$ cat config.mk
export PLATFORM = sky130hd
export DESIGN_NAME = systolic_feeder_flat
export DESIGN_NICKNAME = d
export VERILOG_FILES = /design/src/rtl/mac_pkg.sv /design/src/rtl/systolic_feeder_if.sv /design/src/rtl/systolic_feeder_tile_regfile.sv /design/src/rtl/systolic_feeder.sv /design/src/flat_wrapper.sv
export SDC_FILE = /design/constraint.sdc
export NUM_CORES = 1
export LEC_CHECK = 0
export CORE_ASPECT_RATIO = 1.2
export CORE_MARGIN = 10
export CORE_UTILIZATION = 35
export CTS_CLUSTER_SIZE = 25
export DETAILED_ROUTE_END_ITERATION = 7
export GPL_TIMING_DRIVEN = 0
export PLACE_DENSITY_LB_ADDON = 0.08
export SYNTH_ARGS = -nofsm -noshare
export SYNTH_HDL_FRONTEND = slang
export SYNTH_SLANG_ARGS = --single-unit
$ cat constraint.sdc
create_clock -name clock -period 10.3 [get_ports clock]
set_clock_uncertainty 0.2 [all_clocks]
set_input_delay 3.09 -clock clock [delete_from_list [all_inputs] [get_ports clock]]
set_output_delay 3.09 -clock clock [all_outputs]
set_load 0.01 [all_outputs]
$ cat src/rtl/mac_pkg.sv
// Shared widths, sizes and FSM state type for the systolic MAC array feed path.
package mac_pkg;
   localparam int unsigned DATA_W = 8;
   localparam int unsigned N      = 4;
   localparam int unsigned SUM_W  = 24;
   localparam int unsigned NN     = N * N;
   localparam int unsigned ADDR_W = 4;
   localparam int unsigned STEP_W = $clog2(2 * N);

   typedef enum logic [1:0] {IDLE, STREAM, DRAIN, DONE} state_t;

   function automatic int unsigned elem_idx(input int unsigned row, input int unsigned col);
      return row * N + col;
   endfunction
endpackage

$ cat src/rtl/systolic_feeder_if.sv
// Tile write port, controller handshake and array-facing streams of the feeder.
interface systolic_feeder_if;
   import mac_pkg::*;

   logic                     wr_en;
   logic                     wr_sel;
   logic [ADDR_W-1:0]        wr_addr;
   logic [DATA_W-1:0]        wr_data;
   logic                     start;
   logic                     busy;
   logic                     done;
   logic [N*DATA_W-1:0]      a_out;
   logic [NN*DATA_W-1:0]     w_out;
   logic [NN-1:0]            w_load;
   logic [SUM_W-1:0]         carry_out;

   modport master (
      output wr_en, wr_sel, wr_addr, wr_data, start,
      input  busy, done, a_out, w_out, w_load, carry_out
   );

   modport slave (
      input  wr_en, wr_sel, wr_addr, wr_data, start,
      output busy, done, a_out, w_out, w_load, carry_out
   );
endinterface

$ cat src/rtl/systolic_feeder_tile_regfile.sv
// DEPTH x DATA_W register file: one write port, whole contents read in parallel.
module tile_regfile #(
   parameter int unsigned DATA_W = 8,
   parameter int unsigned DEPTH  = 16,
   parameter int unsigned ADDR_W = 4
) (
   input  logic                    clock,
   input  logic                    reset,
   input  logic                    we,
   input  logic [ADDR_W-1:0]       addr,
   input  logic [DATA_W-1:0]       data,
   output logic [DEPTH*DATA_W-1:0] rd_flat
);
   // Addresses at or beyond DEPTH match no entry and are dropped.
   always_ff @(posedge clock) begin
      if (reset) begin
         rd_flat <= '0;
      end else if (we) begin
         for (int unsigned k = 0; k < DEPTH; k++) begin
            if (addr == ADDR_W'(k)) rd_flat[k*DATA_W +: DATA_W] <= data;
         end
      end
   end
endmodule

$ cat src/rtl/systolic_feeder.sv
// Streams a stored feature/weight tile pair into the systolic array with diagonal skew.
module systolic_feeder import mac_pkg::*; #(
   parameter int unsigned DRAIN_CYCLES = 3
) (
   input  logic            clock,
   input  logic            reset,
   systolic_feeder_if.slave bus
);
   localparam int unsigned DRAIN_W = (DRAIN_CYCLES == 0) ? 1 : $clog2(DRAIN_CYCLES + 1);
   localparam logic [STEP_W-1:0] LAST_STEP = STEP_W'(2 * N - 2);

   state_t               state_q, state_n;
   logic [STEP_W-1:0]    step_q, step_n;
   logic [DRAIN_W-1:0]   drain_q, drain_n;
   logic                 feat_we, wgt_we;
   logic [NN*DATA_W-1:0] feat_q, wgt_q, feat_eff, wgt_eff;
   logic [N*DATA_W-1:0]  a_n;
   logic [NN*DATA_W-1:0] w_n;
   logic [NN-1:0]        w_load_n;

   assign feat_we = bus.wr_en && (state_q == IDLE) && !bus.wr_sel;
   assign wgt_we  = bus.wr_en && (state_q == IDLE) &&  bus.wr_sel;

   tile_regfile #(.DATA_W(DATA_W), .DEPTH(NN), .ADDR_W(ADDR_W)) u_feat (
      .clock(clock), .reset(reset), .we(feat_we),
      .addr(bus.wr_addr), .data(bus.wr_data), .rd_flat(feat_q)
   );

   tile_regfile #(.DATA_W(DATA_W), .DEPTH(NN), .ADDR_W(ADDR_W)) u_wgt (
      .clock(clock), .reset(reset), .we(wgt_we),
      .addr(bus.wr_addr), .data(bus.wr_data), .rd_flat(wgt_q)
   );

   // Outputs are registered from next-state values, so a write landing on the
   // start edge is forwarded here to reach the first stream step.
   always_comb begin
      feat_eff = feat_q;
      wgt_eff  = wgt_q;
      for (int unsigned k = 0; k < NN; k++) begin
         if (bus.wr_addr == ADDR_W'(k)) begin
            if (feat_we) feat_eff[k*DATA_W +: DATA_W] = bus.wr_data;
            if (wgt_we)  wgt_eff[k*DATA_W +: DATA_W]  = bus.wr_data;
         end
      end
   end

   always_comb begin
      state_n = state_q;
      step_n  = step_q;
      drain_n = drain_q;
      unique case (state_q)
         IDLE: begin
            if (bus.start) begin
               state_n = STREAM;
               step_n  = '0;
            end
         end
         STREAM: begin
            step_n = step_q + 1'b1;
            if (step_q == LAST_STEP) begin
               drain_n = '0;
               state_n = (DRAIN_CYCLES == 0) ? DONE : DRAIN;
            end
         end
         DRAIN: begin
            if (drain_q == DRAIN_W'(DRAIN_CYCLES - 1)) state_n = DONE;
            else drain_n = drain_q + 1'b1;
         end
         DONE:    state_n = IDLE;
         default: state_n = IDLE;
      endcase
   end

   always_comb begin
      int unsigned s;
      int unsigned k;
      s        = 32'(step_n);
      k        = 0;
      a_n      = '0;
      w_load_n = '0;
      w_n      = bus.w_out;
      if (state_n == STREAM) begin
         for (int unsigned r = 0; r < N; r++) begin
            if (s >= r && s < r + N)
               a_n[r*DATA_W +: DATA_W] = feat_eff[elem_idx(r, s - r)*DATA_W +: DATA_W];
         end
         for (int unsigned i = 0; i < N; i++) begin
            for (int unsigned j = 0; j < N; j++) begin
               k = elem_idx(i, j);
               if (s == i + j) begin
                  w_load_n[k]             = 1'b1;
                  w_n[k*DATA_W +: DATA_W] = wgt_eff[k*DATA_W +: DATA_W];
               end
            end
         end
      end
   end

   always_ff @(posedge clock) begin
      if (reset) begin
         state_q    <= IDLE;
         step_q     <= '0;
         drain_q    <= '0;
         bus.a_out  <= '0;
         bus.w_out  <= '0;
         bus.w_load <= '0;
         bus.busy   <= 1'b0;
         bus.done   <= 1'b0;
      end else begin
         state_q    <= state_n;
         step_q     <= step_n;
         drain_q    <= drain_n;
         bus.a_out  <= a_n;
         bus.w_out  <= w_n;
         bus.w_load <= w_load_n;
         bus.busy   <= (state_n == STREAM) || (state_n == DRAIN);
         bus.done   <= (state_n == DONE);
      end
   end

   assign bus.carry_out = '0;
endmodule
$ cat src/flat_wrapper.sv
// flat-port wrapper written by rule: the top's interface ports become plain ports
module systolic_feeder_flat import mac_pkg::*;
#(
   parameter int unsigned DRAIN_CYCLES = 3
)
  (clock, reset, bus_wr_en, bus_wr_sel, bus_wr_addr, bus_wr_data, bus_start, bus_busy, bus_done, bus_a_out, bus_w_out, bus_w_load, bus_carry_out);
  systolic_feeder_if bus_i ();
  input  logic clock;
  input  logic reset;
  input wire logic [$bits(bus_i.wr_en)-1:0] bus_wr_en;
  input wire logic [$bits(bus_i.wr_sel)-1:0] bus_wr_sel;
  input wire logic [$bits(bus_i.wr_addr)-1:0] bus_wr_addr;
  input wire logic [$bits(bus_i.wr_data)-1:0] bus_wr_data;
  input wire logic [$bits(bus_i.start)-1:0] bus_start;
  output wire logic [$bits(bus_i.busy)-1:0] bus_busy;
  output wire logic [$bits(bus_i.done)-1:0] bus_done;
  output wire logic [$bits(bus_i.a_out)-1:0] bus_a_out;
  output wire logic [$bits(bus_i.w_out)-1:0] bus_w_out;
  output wire logic [$bits(bus_i.w_load)-1:0] bus_w_load;
  output wire logic [$bits(bus_i.carry_out)-1:0] bus_carry_out;
  assign bus_i.wr_en = bus_wr_en;
  assign bus_i.wr_sel = bus_wr_sel;
  assign bus_i.wr_addr = bus_wr_addr;
  assign bus_i.wr_data = bus_wr_data;
  assign bus_i.start = bus_start;
  assign bus_busy = bus_i.busy;
  assign bus_done = bus_i.done;
  assign bus_a_out = bus_i.a_out;
  assign bus_w_out = bus_i.w_out;
  assign bus_w_load = bus_i.w_load;
  assign bus_carry_out = bus_i.carry_out;
  systolic_feeder #(.DRAIN_CYCLES(DRAIN_CYCLES)) u_core (.clock(clock), .reset(reset), .bus(bus_i));
endmodule
==> key figures <==
Setup path
  • Required time worst endpoint: 10610 ps
  • CP max stage cell: buf_1
  • Worst Setup Start Kind: primary input
  • R2R depth: 19
  • Critical path capture point type: register
  • Crit-path cells: clkdlybuf4s50_1, mux2i_2, a22oi_1, clkbuf_1, buf_1, buf_1, ha_1, clkbuf_1, clkinv_1, a21oi_1, ha_1, clkbuf_1, nor2_1, clkbuf_1, a22oi_1, o311ai_0, a221oi_1
  • Flop-to-flop setup slack: 2670 ps
  • CP peak stage delay: 820 ps
  • Critical R2R Capture: u_core.bus.a_out[15]
  • Crit Path Class: in -> reg
  • Worst endpoint data arrival time: 10070 ps
  • Worst R2R Start: u_core.state_q[0]
  • Worst-path fanout max: 15
  • Crit-path most repeated cell: clkbuf_1

GRT
  • Largest net degree at the start of global routing: 16
  • First-pass GRT wire length: ~140000 microns
  • Initial antenna violation count: 4
  • Vias in the first global route: between 15000 and 20000
  • Aggregate global routing overflow: 0
  • GRT Util Overall: 0.296

Final layout
  • Area Growth Syn to Fin: 22.7%
  • Reg area: 8650 sq um
  • Multi-input gate area: between 10000 and 15000 sq um
  • Fillers: 5675
  • Fin util: 0.435
  • Fin nets: 2683
  • Share of cells above drive strength 1: 0.0769

Power and ir drop
  • Sw Ratio: 0.303
  • Psw: 1.27 mW
  • Comb pwr share: 0.164
  • Peak VDD IR: ~0.00012 V
  • Seq pwr share: 0.410
  • Pwr dens: between 150 and 200 nW/um^2
  • Clock power frac: 0.426
  • Pleak: 8.18 nW
  • Int Pwr: 2.92 mW
  • Final Power: 4.18 mW

Clocking
  • Post-CTS Setup Bufs: 0
  • Clk_lat worst skew: approximately 630 ps
  • CTS sink cnt: 432
  • Clock root buffer: clkbuf_16
  • H-tree Lvls: 2
  • Worst-path clk slew: ~60 ps
  • # resized after CTS: 0
  • TritonCTS clock tree: built
  • Max Root-Sink Buffers: 3
  • Post-CTS Hold Buffers: 0
  • CTS buffer count: 48

Synth
  • Post-synth EDFFs: 0
  • Post-Synthesis Mean Instance Area: between 8 and 9 sq um
  • Mapped Cells: 2378
  • Seq/Total Area, Yosys: 0.434
  • Cell variety after synth: 80
  • Mapped cell area: ~20000 sq um
  • Synth Register Bits: between 400 and 500
  • Top_reg_cell synth: dfxtp_1
  • Synth warnings: 0
  • Post-synth ARST share: 0

STA
  • Fin crit share: 0.948
  • Rel. slew slack: 0.0289
  • Max Slew Vio Count: 0
  • PnR worst setup slack: between 500 and 600 ps
  • Count of final hold-check violations: 0
  • # setup viols final: 0
  • RSZ-0062 raised after global routing: false
  • Actual slew at the worst max-slew pin: 1460 ps
  • Min cycle time layout: a little under 10000 ps
  • Setup TNS: 0 ps
  • Fmax: 102 MHz

Flow run
  • Max cap viols: 0

Min path
  • Worst Hold Path EP: u_core.drain_q[0]
  • Hold path start: u_core.drain_q[0]
  • WHS Path Cells: 2
  • Min-delay worst type: reg -> reg

Die
  • Chip height: 281 microns
  • Die span in x: roughly 240 microns
  • Starting density of the core: 0.355
  • Die area: 66900 sq um
  • Core area: 56200 sq um
  • Io pins: 219
  • FP Rows: 95

Place
  • Final Wtd Congestion: 1.07
  • Post-DP HPWL: 76800 microns
  • Placement Setup Slack: approximately 200 ps
  • # port buffers: 189

Drt
  • Vias/cell: 5.90
  • Via Count: 20100
  • Pre-antenna DRT Iters: 6
  • Number of routed nets with antenna violations: 0
  • Drt wl/cell: 30.0 microns
  • Routed Wire Length: 102000 microns
  • Iter 0 DRT Violations: ~1900
  • Drt drc: 0

Outcome
  • Status: finished, final reports clean
[placed cells by master (no fill, tap or decap), types with 7 or more instances in the layout]
cell / Yosys / final
a211o_1: 8 / 8
a211oi_1: 147 / 147
a21oi_1: 162 / 162
a221o_1: 14 / 14
a221oi_1: 35 / 35
a22oi_1: 11 / 11
a2bb2oi_1: 7 / 7
a31oi_1: 9 / 9
and2_1: 8 / 8
and3_1: 18 / 18
buf_1: 9 / 9
buf_2: 33 / 33
buf_4: 35 / 38
clkbuf_1: 167 / 177
clkbuf_16: 0 / 48
clkbuf_8: 0 / 8
clkdlybuf4s50_1: 0 / 189
clkinv_2: 0 / 11
conb_1: 1 / 24
dfxtp_1: 432 / 432
ha_1: 23 / 23
inv_1: 14 / 14
mux2_2: 19 / 19
mux2i_1: 144 / 144
nand2_1: 277 / 277
nand3_1: 34 / 34
nand4_1: 13 / 13
nor2_1: 386 / 386
nor2b_1: 10 / 10
nor3_1: 52 / 52
o211ai_1: 17 / 17
o21ai_0: 71 / 71
o221ai_1: 25 / 25
o22ai_1: 20 / 20
o311ai_0: 10 / 10
o31ai_1: 7 / 7
o32ai_1: 9 / 9
or3_1: 41 / 41
[area by class of cell]
| class | instances | area share |
|---|---|---|
| Multi-Input combinational cell | 1705 | 0.417 |
| Inverter | 18 | 0.00276 |
| Buffer | 246 | 0.0454 |
| Antenna cell | 1 | 0.000102 |
| Clock buffer | 66 | 0.0552 |
| Sequential cell | 432 | 0.354 |
| Tap cell | 727 | 0.0372 |
| Timing Repair Buffer | 192 | 0.0783 |
| Clock inverter | 20 | 0.0103 |
[worst max-delay path by stage]
| stage | from | end | slack [ps] | cells after the start |
|---|---|---|---|---|
| final | bus_start | u_core.bus.a_out[15] | 540 | 17 |
| after global routing | bus_start | u_core.bus.a_out[15] | 370 | 17 |
| after CTS | bus_start | u_core.bus.a_out[15] | 800 | 17 |
| after detailed placement | bus_start | u_core.bus.a_out[15] | 200 | 17 |
| after global placement | bus_start | u_core.bus.a_out[15] | 140 | 17 |
| after floorplan | bus_start | u_core.bus.a_out[15] | 3360 | 16 |
[logic make-up after synthesis]
logic type,after synthesis,synth area share
buffers and inverters,264,0.0591
AO/OA/AOI/OAI,598,0.207
flip-flops,432,0.434
other,1,0.000188
adder cells (fa/ha/maj),23,0.0144
AND/OR/NAND/NOR,888,0.196
XOR/XNOR,2,0.00126
multiplexers,170,0.0888
[worst max-delay path: cells and delay by family]
kind	cells	cell delay [ps]
AOI/OAI and AO/OA	5	1920
and+or+nand+nor	1	170
muxes	1	120
adders and majority gates	2	500
buffers and inverters	8	4240
[routing by layer]
layer	share of wire	global-route usage	wire length, microns	vias up
li1	-	-	-	9004
met4	0.067	0.181	6800	8
met1	0.38	0.334	38700	9850
met3	0.079	0.0667	8080	250
met5	0.00048	0	49	-
met2	0.48	0.502	48500	981
[power by group through the flow]
stage               combinational, mW  sequential, mW  clock, mW
CTS                             0.663            1.71       1.80
finish                          0.685            1.72       1.78
global placement                0.668            1.75          0
detailed placement              0.661            1.75          0
floorplan                       0.343            1.76          0
global route                    0.705            1.72       1.87
[through the flow]
stage / instances / area, sq um / hold slack [ps]
6_report: 3407 / 24500 / 255
2_1_floorplan: 2401 / 20000 / 236
3_5_place_dp: 3320 / 22900 / 254
3_3_place_gp: 3317 / 22800 / 247
4_1_cts: 3406 / 24500 / 262
5_1_grt: 3406 / 24500 / 290
[registers in the layout, indices dropped and copies added (netlist names)]
signal	cells
u_core.drain_q	2
u_core.u_wgt.rd_flat	128
u_core.bus.w_load	7
u_core.bus.done	1
u_core.bus.a_out	32
u_core.bus.w_out	128
u_core.u_feat.rd_flat	128
u_core.bus.busy	1
u_core.step_q	3
u_core.state_q	2
[cell usage after synthesis, types with 19 or more instances]
cell      number  area share
nand2_1      277       0.052
a211oi_1     147       0.055
o21ai_0       71       0.018
nor2_1       386       0.073
o22ai_1       20      0.0063
buf_4         35       0.013
a21oi_1      162       0.041
mux2_2        19       0.011
nand3_1       34      0.0085
dfxtp_1      432        0.43
or3_1         41       0.013
a221oi_1      35       0.015
nor3_1        52       0.013
ha_1          23       0.014
clkbuf_1     167       0.031
buf_2         33      0.0083
o221ai_1      25       0.011
mux2i_1      144       0.072
Note: power is estimated with default switching activity, not from simulation.
